File: src/rtl/instr_fetch_stage.sv
// IF stage of the 16-bit MIPS datapath: owns the PC, drives instruction memory, fills IF/ID.
// Optional FETCH_ALIGN_CHECK_EN forces redirect targets to even addresses and flags misalignment.
module instr_fetch_stage #(
  parameter int unsigned     PC_W     = 16,
  parameter int unsigned     INSTR_W  = 16,
  parameter logic [PC_W-1:0] RESET_PC = '0,
  parameter int unsigned     PC_INC   = 2
) (
  input  logic               clk,
  input  logic               rst,
  input  logic               stall,
  input  logic               flush,
  input  logic               branch_taken,
  input  logic [PC_W-1:0]    branch_target,
  input  logic               jump,
  input  logic [PC_W-1:0]    jump_target,
  output logic [PC_W-1:0]    imem_addr,
  input  logic [INSTR_W-1:0] imem_instr,
  output logic [PC_W-1:0]    pc,
`ifdef FETCH_ALIGN_CHECK_EN
  output logic               misalign_err,
`endif
  output logic [INSTR_W-1:0] if_id_instr,
  output logic [PC_W-1:0]    if_id_pc_plus2,
  output logic               if_id_valid,
  output logic [1:0]         fetch_state
);

  typedef enum logic [1:0] {
    BOOT  = 2'd0,
    RUN   = 2'd1,
    STALL = 2'd2
  } state_t;

  state_t             state_q, state_d;
  logic [PC_W-1:0]    pc_q, pc_d;
  logic [INSTR_W-1:0] instr_q, instr_d;
  logic [PC_W-1:0]    pp2_q, pp2_d;
  logic               valid_q, valid_d;
  logic [PC_W-1:0]    pc_inc;
  logic               redirect;
  logic [PC_W-1:0]    target_raw;
  logic [PC_W-1:0]    target;

  assign redirect   = jump | branch_taken;
  assign target_raw = jump ? jump_target : branch_target;
  assign pc_inc     = pc_q + PC_W'(PC_INC);

`ifdef FETCH_ALIGN_CHECK_EN
  logic err_q;

  assign target       = {target_raw[PC_W-1:1], 1'b0};
  assign misalign_err = err_q;

  always_ff @(posedge clk or posedge rst) begin
    if (rst)
      err_q <= 1'b0;
    else if (redirect && target_raw[0])
      err_q <= 1'b1;
  end
`else
  assign target = target_raw;
`endif

  always_comb begin
    state_d = state_q;
    pc_d    = pc_q;
    instr_d = instr_q;
    pp2_d   = pp2_q;
    valid_d = valid_q;
    if (redirect) begin
      pc_d    = target;
      instr_d = '0;
      pp2_d   = '0;
      valid_d = 1'b0;
      state_d = RUN;
    end else if (flush) begin
      // BOOT never advances the PC, even when its edge also carries a flush
      instr_d = '0;
      pp2_d   = '0;
      valid_d = 1'b0;
      if (!stall && state_q != BOOT)
        pc_d = pc_inc;
      state_d = stall ? STALL : RUN;
    end else if (stall) begin
      state_d = STALL;
    end else if (state_q == BOOT) begin
      state_d = RUN;
    end else begin
      pc_d    = pc_inc;
      instr_d = imem_instr;
      pp2_d   = pc_inc;
      valid_d = 1'b1;
      state_d = RUN;
    end
  end

  always_ff @(posedge clk or posedge rst) begin
    if (rst) begin
      state_q <= BOOT;
      pc_q    <= RESET_PC;
      instr_q <= '0;
      pp2_q   <= '0;
      valid_q <= 1'b0;
    end else begin
      state_q <= state_d;
      pc_q    <= pc_d;
      instr_q <= instr_d;
      pp2_q   <= pp2_d;
      valid_q <= valid_d;
    end
  end

  assign pc             = pc_q;
  assign imem_addr      = pc_q;
  assign if_id_instr    = instr_q;
  assign if_id_pc_plus2 = pp2_q;
  assign if_id_valid    = valid_q;
  assign fetch_state    = state_q;

endmodule

File: config.mk
export PLATFORM = sky130hd
export DESIGN_NAME = instr_fetch_stage
export DESIGN_NICKNAME = d
export VERILOG_FILES = /design/src/rtl/instr_fetch_stage.sv
export SDC_FILE = /design/constraint.sdc
export NUM_CORES = 1
export LEC_CHECK = 0
export ABC_AREA = 0
export BUFFER_PORTS_ARGS = -buffer_cell sky130_fd_sc_hd__buf_2
export CAP_MARGIN = 10
export CORE_MARGIN = 4
export CORE_UTILIZATION = 42
export DETAILED_ROUTE_END_ITERATION = 12
export PLACE_DENSITY = 0.76
export SETUP_SLACK_MARGIN = 0.1
export SYNTH_ARGS = -nofsm -noshare
export SYNTH_HDL_FRONTEND = slang
export SYNTH_SLANG_ARGS = --single-unit
File: constraint.sdc
create_clock -name clk -period 1.6 [get_ports clk]
set_input_delay 0.08 -clock clk [delete_from_list [all_inputs] [get_ports clk]]
set_output_delay 0.08 -clock clk [all_outputs]
set_load 0.02 [all_outputs]
# Word level (Yosys, flattened, before mapping)
# Index checks and enable logic that the tools add are counted.
[totals]
out_inout_bits = 67
regBits = 51
wordCells = 34
[classes]
n_reduce_logical = 6
muxes = 18
bitwise = 1
eq_ne = 3
addsub = 1
[ops]
columns = ["cell", "count"]
rows = [
  ["two-way mux 16 bit", 12],
  ["adder 16 x 2 -> 16 bit (second input constant)", 1],
  ["inequality test 3 x 1 -> 1 bit (second input constant)", 2],
  ["two-way mux 1 bit", 4],
  ["two-way mux 2 bit", 2],
  ["inequality test 3 bit (second input constant)", 1],
  ["AND reduction 3 bit", 1],
  ["zero test 2 bit", 1],
  ["AND reduction 2 bit", 1],
  ["nonzero test 2 bit", 1],
  ["logical AND 1 bit", 1],
  ["zero test 1 bit", 1],
  ["OR 1 bit", 1],
]

# Depth between registers and ports, before layout
# Gate-level depths: netlist (run 1).
[logic_depth]
ltp_word = 5
mapped_depth = 6

# Least setup slack after synthesis (run 1)
# Ideal clock, no wire load.
[synth_timing]
path_kind = "reg-to-reg"
from = "reg pc_q[1], in the netlist imem_addr[1]"
to = "reg pc_q[15], in the netlist imem_addr[15]"
stages_incl_launch_ff = 6
t_arrival_ns = 1.616
required_ns = 1.474
setup_slack_ns = -0.141
period_less_slack_ns = 1.741
cell_sequence = "dfrtp_1 -> ha_1 -> nand3_2 -> nor4_2 -> mux2i_1 -> nand2_1"
[synth_between]
elab_chain_cells = 5
[synth_rtl]
columns = ["item", "line", "source"]
rows = [
  ["start, declared", "36", "logic [PC_W-1:0] pc_q, pc_d;"],
  ["start signal, assigned", "107", "pc_q <= pc_d;"],
  ["adder 16 x 2 -> 16 bit (*)", "47", "assign pc_inc = pc_q + PC_W'(PC_INC);"],
  ["two-way mux 16 bit", "87", "end else if (state_q == BOOT) begin"],
  ["two-way mux 16 bit", "85", "end else if (stall) begin"],
  ["two-way mux 16 bit (*)", "77", "end else if (flush) begin"],
  ["two-way mux 16 bit (*)", "71", "if (redirect) begin"],
]
# Every way passes the cells marked *; elsewhere a longest branch is shown, timed or not. The select of a mux whose other input is x is not followed.
# A chain may end at the register's enable or synchronous reset.

# Worst setup path after layout (run 1)
[layout_timing]
from = "reg pc_q[6], in the netlist imem_addr[6]"
to = "reg pc_q[15], in the netlist imem_addr[15]"
# Same word-level chain as after synthesis.

==> metrics, run 1 <==
status complete, no violations; first-pass GRT wire length between 10000 and 15000 um; clk buf depth 2; Worst-path clk slew 100 ps; PortBufs 120; DIE HEIGHT slightly below 90 um; Final setup viols 0; Antenna Cells 0; Synth Flop Type dfrtp_1; num ports 121; Post-synth EDFFs 0; DRC viols 0; post-synth top area cell dfrtp_1; worst-margin pin slew 723 ps; max cap viols 0; FF-to-FF Start imem_addr[6]; Site Rows 28; share of layout cells above drive strength 1 42.4%; Total GRT Usage 20.7%; kind of critical path flip-flop to flip-flop; largest net degree at the start of global routing 37; max-slew violation count 0; Worst EP required 1800 ps; DP HPWL 5800 um; Initial Util 44.3%; Slew Limit Headroom 51.8%; Fmax 667 MHz; number of failing hold endpoints at the final stage 0; Worst setup startpoint imem_addr[6]; R2R Setup Slk about 100 ps; WL final 8140 um; RSZ-0062 raised after global routing yes; initial antenna violation count 0; area grow syn2layout 42.6%; Setup crit end imem_addr[15]; crit path capture type flip-flop; Worst-Skew Late Latency 310 ps; reg2reg end imem_addr[15]; Clock Skews 10.3 ps; clock period minus worst slack about 1500 ps; Synth area leaders dfrtp_1 48%, a21oi_1 7.3%, nand2_1 6.5%; cells after synthesis 293; die area 7690 um^2; PD cells 849 nW/um^2; Syn Area/Cell 9.11 um^2; fin crit share 93.7%; Data arrival, critical path approximately 1700 ps; dpl cell area around 3400 um^2; worst ir drop on vdd slightly below 500 uV; Synth async-reset ratio 100%; CP max FO 6; Post-Place Setup Slack 55.8 ps; YS warnings 0; Placer Congestion 0.918; Avg WL per Cell ~16 um; Mapped Nets roughly 350; final setup margin 101 ps; vias per cell approximately 5.2; HP Class primary input to flip-flop; # H-tree levels 2; Synth Register Bits 51; P_leak 1.83 nW; Worst setup SP type flip-flop; vias in the first global route 2544; # nets final 490; CTS Buf Count 5; Synth top area share ~48%; Vias 2675; core footprint 6030 um^2; Fillers approximately 520; initial DRC count 188; DRT Pass-1 Iters 5; final instance area about 3800 um^2; Overflow after GRT 0; Root Driver clkbuf_8; Reg2Reg Depth 5; Die X approximately 88 um; Seq/Total Area, Yosys 47.8%; Synth cell types 37; Syn Std Cell Area between 2000 and 3000 um^2; CTS tree done; clk sinks 51; Final ANT Viol Nets 0
## how the worst min path moves through the flow
stage                     slack [ps]  cells past startpoint        endpoint             from
after global routing              -2                      3   imem_addr[15]  jump_target[15]
after detailed placement         110                      2  if_id_instr[0]              rst
after CTS                          4                      3  if_id_instr[0]    imem_instr[0]
after floorplan                  200                      2    imem_addr[1]   jump_target[1]
final                              2                      3  if_id_instr[4]    imem_instr[4]
after global placement           100                      2  if_id_instr[0]              rst
## final cells by class
class                   instances  area (um^2)  area share (%)
multi-input cells             203         1270            33.5
clock inverters                 3         25.0           0.658
inverters                       7         30.0           0.789
repair buffers                167         1020            26.9
clock buffers                   5         68.8            1.81
flip-flops and latches         51         1290            33.8
well taps                      75         93.8            2.47
## cell usage after synthesis, types with 2 or more instances
library cell / number
nand4_1: 2
inv_1: 7
nand3_1: 2
and3_1: 2
o22ai_1: 12
nand2b_1: 2
nand2_1: 46
o21ai_0: 24
a211oi_1: 2
xnor2_1: 15
and2_1: 2
nor4_2: 5
a21oi_1: 39
mux2i_1: 4
buf_1: 3
dfrtp_1: 51
buf_4: 16
nor2_1: 20
buf_2: 3
clkbuf_1: 10
a31oi_1: 2
o2bb2ai_1: 9
## layer usage
| layer | wire, um | vias up | global-route usage [%] |
|---|---|---|---|
| met3 | 543 | 12 | 3.29 |
| met2 | 4080 | 108 | 34.7 |
| met1 | 3350 | 1267 | 26.4 |
| met5 | 0 | - | 0 |
| met4 | 169 | 0 | 8.79 |
| li1 | - | 1288 | - |
## cells in the final DEF (no fill, tap or decap), types with 2 or more instances in the layout
master and n:
a211oi_1 2, nand2b_1 2, nor2_1 19, nand4_1 2, o21ai_0 22, dfrtp_2 9
a31oi_1 2, buf_4 27, clkinvlp_4 2, and3_1 2, dlygate4sd3_1 17, xnor2_2 2
o21ai_1 2, clkinv_4 2, inv_1 5, clkbuf_8 5, o2bb2ai_1 9, nand2_1 46
dfrtp_1 42, and2_1 2, xnor2_1 13, a21oi_1 39, mux2i_1 4, o22ai_1 12
nand3_1 2, nor4_4 5, buf_2 120, buf_12 2
## repair_timing
item | in CTS | in global routing
pin swaps | 1 | 12
hold endpoints to repair | 35 | 0
setup endpoints to repair | 6 | 15
resized for setup | 0 | 10
buffers inserted | 2 | 14
hold buffers | 17 | 0
## critical path: stages, from the launching register on
cell	delay, ps
dfrtp_2	410
nand4_4	170
buf_4	190
nor4_4	350
mux2i_1	220
nand2_1	70
## registers in the layout (all words and copies together) (netlist names)
| register | cells |
|---|---|
| if_id_instr | 16 |
| imem_addr | 16 |
| if_id_pc_plus2 | 16 |
| if_id_valid | 1 |
| fetch_state | 2 |
## kinds of logic after synthesis
kind of cell             synth area share (%)
XOR/XNOR                                 5.25
AND/OR/NAND/NOR                          16.1
multiplexers                             1.92
flip-flops                               47.8
AO/OA/AOI/OAI                            20.5
buffers and inverters                    7.88
adder cells (fa/ha/maj)                 0.469
## stage by stage
step / TNS [ps] / power (W) / utilization (%) / instances / hold WS [ps]
2_1_floorplan: 0 / 0.00205 / - / 293 / 201
3_3_place_gp: 0 / 0.00230 / 55.9 / 470 / 105
3_5_place_dp: 0 / 0.00232 / 55.9 / 470 / 110
4_1_cts: 0 / 0.00314 / 60.6 / 497 / 3.50
5_1_grt: -25.7 / 0.00338 / 63.1 / 511 / -2.12
6_report: 0 / 0.00323 / 63.1 / 511 / 2.05
## where the power goes
part | internal (W) | switching [W]
clock | 0.000314 | 0.000470
combinational | 0.000424 | 0.000578
sequential | 0.00136 | 0.0000839
total | 0.00210 | 0.00113
Note: power is estimated with default switching activity, not from simulation.
==> inputs of run 2 (changes only) <==
--- a/config.mk
+++ b/config.mk
@@ -11,6 +11,7 @@
 export CORE_MARGIN = 4
 export CORE_UTILIZATION = 42
 export DETAILED_ROUTE_END_ITERATION = 12
+export HOLD_SLACK_MARGIN = 0.08
 export PLACE_DENSITY = 0.76
 export SETUP_SLACK_MARGIN = 0.1
 export SYNTH_ARGS = -nofsm -noshare
==> metrics, run 2 (same netlist as run 1, synthesis figures left out) <==
Final setup viols 0; crit path capture type flip-flop; Worst-Skew Late Latency about 310 ps; core footprint 6030 um^2; Site Rows 28; NetSw 0.00114 W; clk sinks 51; Worst-path clk slew 100 ps; Final ANT Viol Nets 0; share of layout cells above drive strength 1 41.1%; largest net degree at the start of global routing 37; final setup margin 69.5 ps; clk buf depth 2; Overflow after GRT 0; hold_ws 89.6 ps; PortBufs 120; area grow syn2layout 47.6%; commonest non-fill, non-tap cell in the layout buf_2; Worst setup SP type flip-flop; Root Driver clkbuf_8; max-slew violation count 0; first-pass GRT wire length 12900 um; initial DRC count 180; DRC viols 0; vias per cell between 5 and 6; DRT Pass-1 Iters 4; DIE HEIGHT 87.7 um; FF/Latch Area 1290 um^2; Core Util, Final 65.4%; R2R Setup Slk 70 ps; HP Start branch_target[13]; Fillers approximately 500; CTS Buf Count 5; Avg WL per Cell between 15 and 20 um; sequential share of power 44.2%; fin crit share 95.7%; status complete, no violations; # nets final 502; Die X 87.7 um; worst ir drop on vdd 489 uV; HP Class primary input to flip-flop; num ports 121; Initial Util 44.3%; clock share of power a little under a quarter; most frequent cells in the layout 120 x buf_2, 46 x nand2_1, 42 x dfrtp_1, 39 x a21oi_1, 30 x dlygate4sd3_1; Worst EP required ~1800 ps; Clock Skews approximately 11 ps; Vias 2718; Final Power 0.00327 W; WL final between 8000 and 9000 um; P_leak roughly 1.9 nW; Placer Congestion 0.918; number of failing hold endpoints at the final stage 0; RSZ-0062 raised after global routing yes; Worst setup startpoint imem_addr[9]; Slew Limit Headroom 52.6%; worst-margin pin slew 711 ps; Post-Place Setup Slack 55.8 ps; vias in the first global route 2632; PD cells 829 nW/um^2; FF-to-FF Start imem_addr[9]; sw frac about a third; clock period minus worst slack 1530 ps; Data arrival, critical path 1730 ps; kind of critical path flip-flop to flip-flop; Total GRT Usage between 20% and 30%; max cap viols 0; DP HPWL 5800 um; P_int 0.00213 W; Fmax about 650 MHz; Antenna Cells 0; die area 7690 um^2; Gate power share 31.8%; CP max FO 5; # H-tree levels 2; initial antenna violation count 0; CTS tree done; Multi-input gate area 1270 um^2
run 2: critical path, cell delays in order (launching register included):
cell        delay [ps]
dfrtp_2            440
clkinvlp_4         150
buf_4              170
nor4_4             350
o21ai_0            170
o2bb2ai_1          150
run 2: per-stage QoR:
step           instance area, um^2  cells  TNS (ps)
2_1_floorplan                 2730    293         0
3_3_place_gp                  3370    470         0
3_5_place_dp                  3370    470         0
4_1_cts                       3780    510         0
5_1_grt                       3940    523     -9.84
6_report                      3940    523         0
run 2: worst paths after layout:
path / to / depth (start not counted)
min in group asynchronous: if_id_pc_plus2[0] / 3
worst min register to register: if_id_valid / 2
worst max register to register: imem_addr[14] / 5
max in group asynchronous: imem_addr[7] / 4
worst max-delay path: imem_addr[14] / 5
worst min-delay path: imem_addr[13] / 3
run 2: power by group through the flow:
stage | combinational, W | clock [W] | sequential, W
finish | 0.00104 | 0.000784 | 0.00144
global route | 0.00112 | 0.000849 | 0.00145
CTS | 0.000919 | 0.000799 | 0.00145
detailed placement | 0.000840 | 0 | 0.00148
global placement | 0.000827 | 0 | 0.00147
floorplan | 0.000486 | 0 | 0.00157
run 2: timing repair:
| item | in CTS | in global routing |
|---|---|---|
| pin swaps | 1 | 11 |
| hold endpoints to repair | 45 | 0 |
| setup endpoints to repair | 6 | 15 |
| gates resized for setup | 0 | 9 |
| hold buffers | 30 | 0 |
| gates cloned | 0 | 0 |
| setup buffers | 2 | 13 |
run 2: routing by layer:
| layer | vias to the layer above | GRT usage [%] | share of wire (%) |
|---|---|---|---|
| met4 | 0 | 8.79 | 2.0 |
| met5 | - | 0 | 0 |
| met3 | 14 | 3.29 | 7.7 |
| met1 | 1261 | 26.6 | 39 |
| met2 | 133 | 36.8 | 51 |
| li1 | 1310 | - | - |
run 2: final cells by class:
type                       count  share of cell area, %
tap                           75                   2.38
inverter                       7                  0.762
timing repair buffer         179                   29.4
multi-input combinational    203                   32.4
clock inverter                 3                  0.635
sequential                    51                   32.7
clock buffer                   5                   1.75
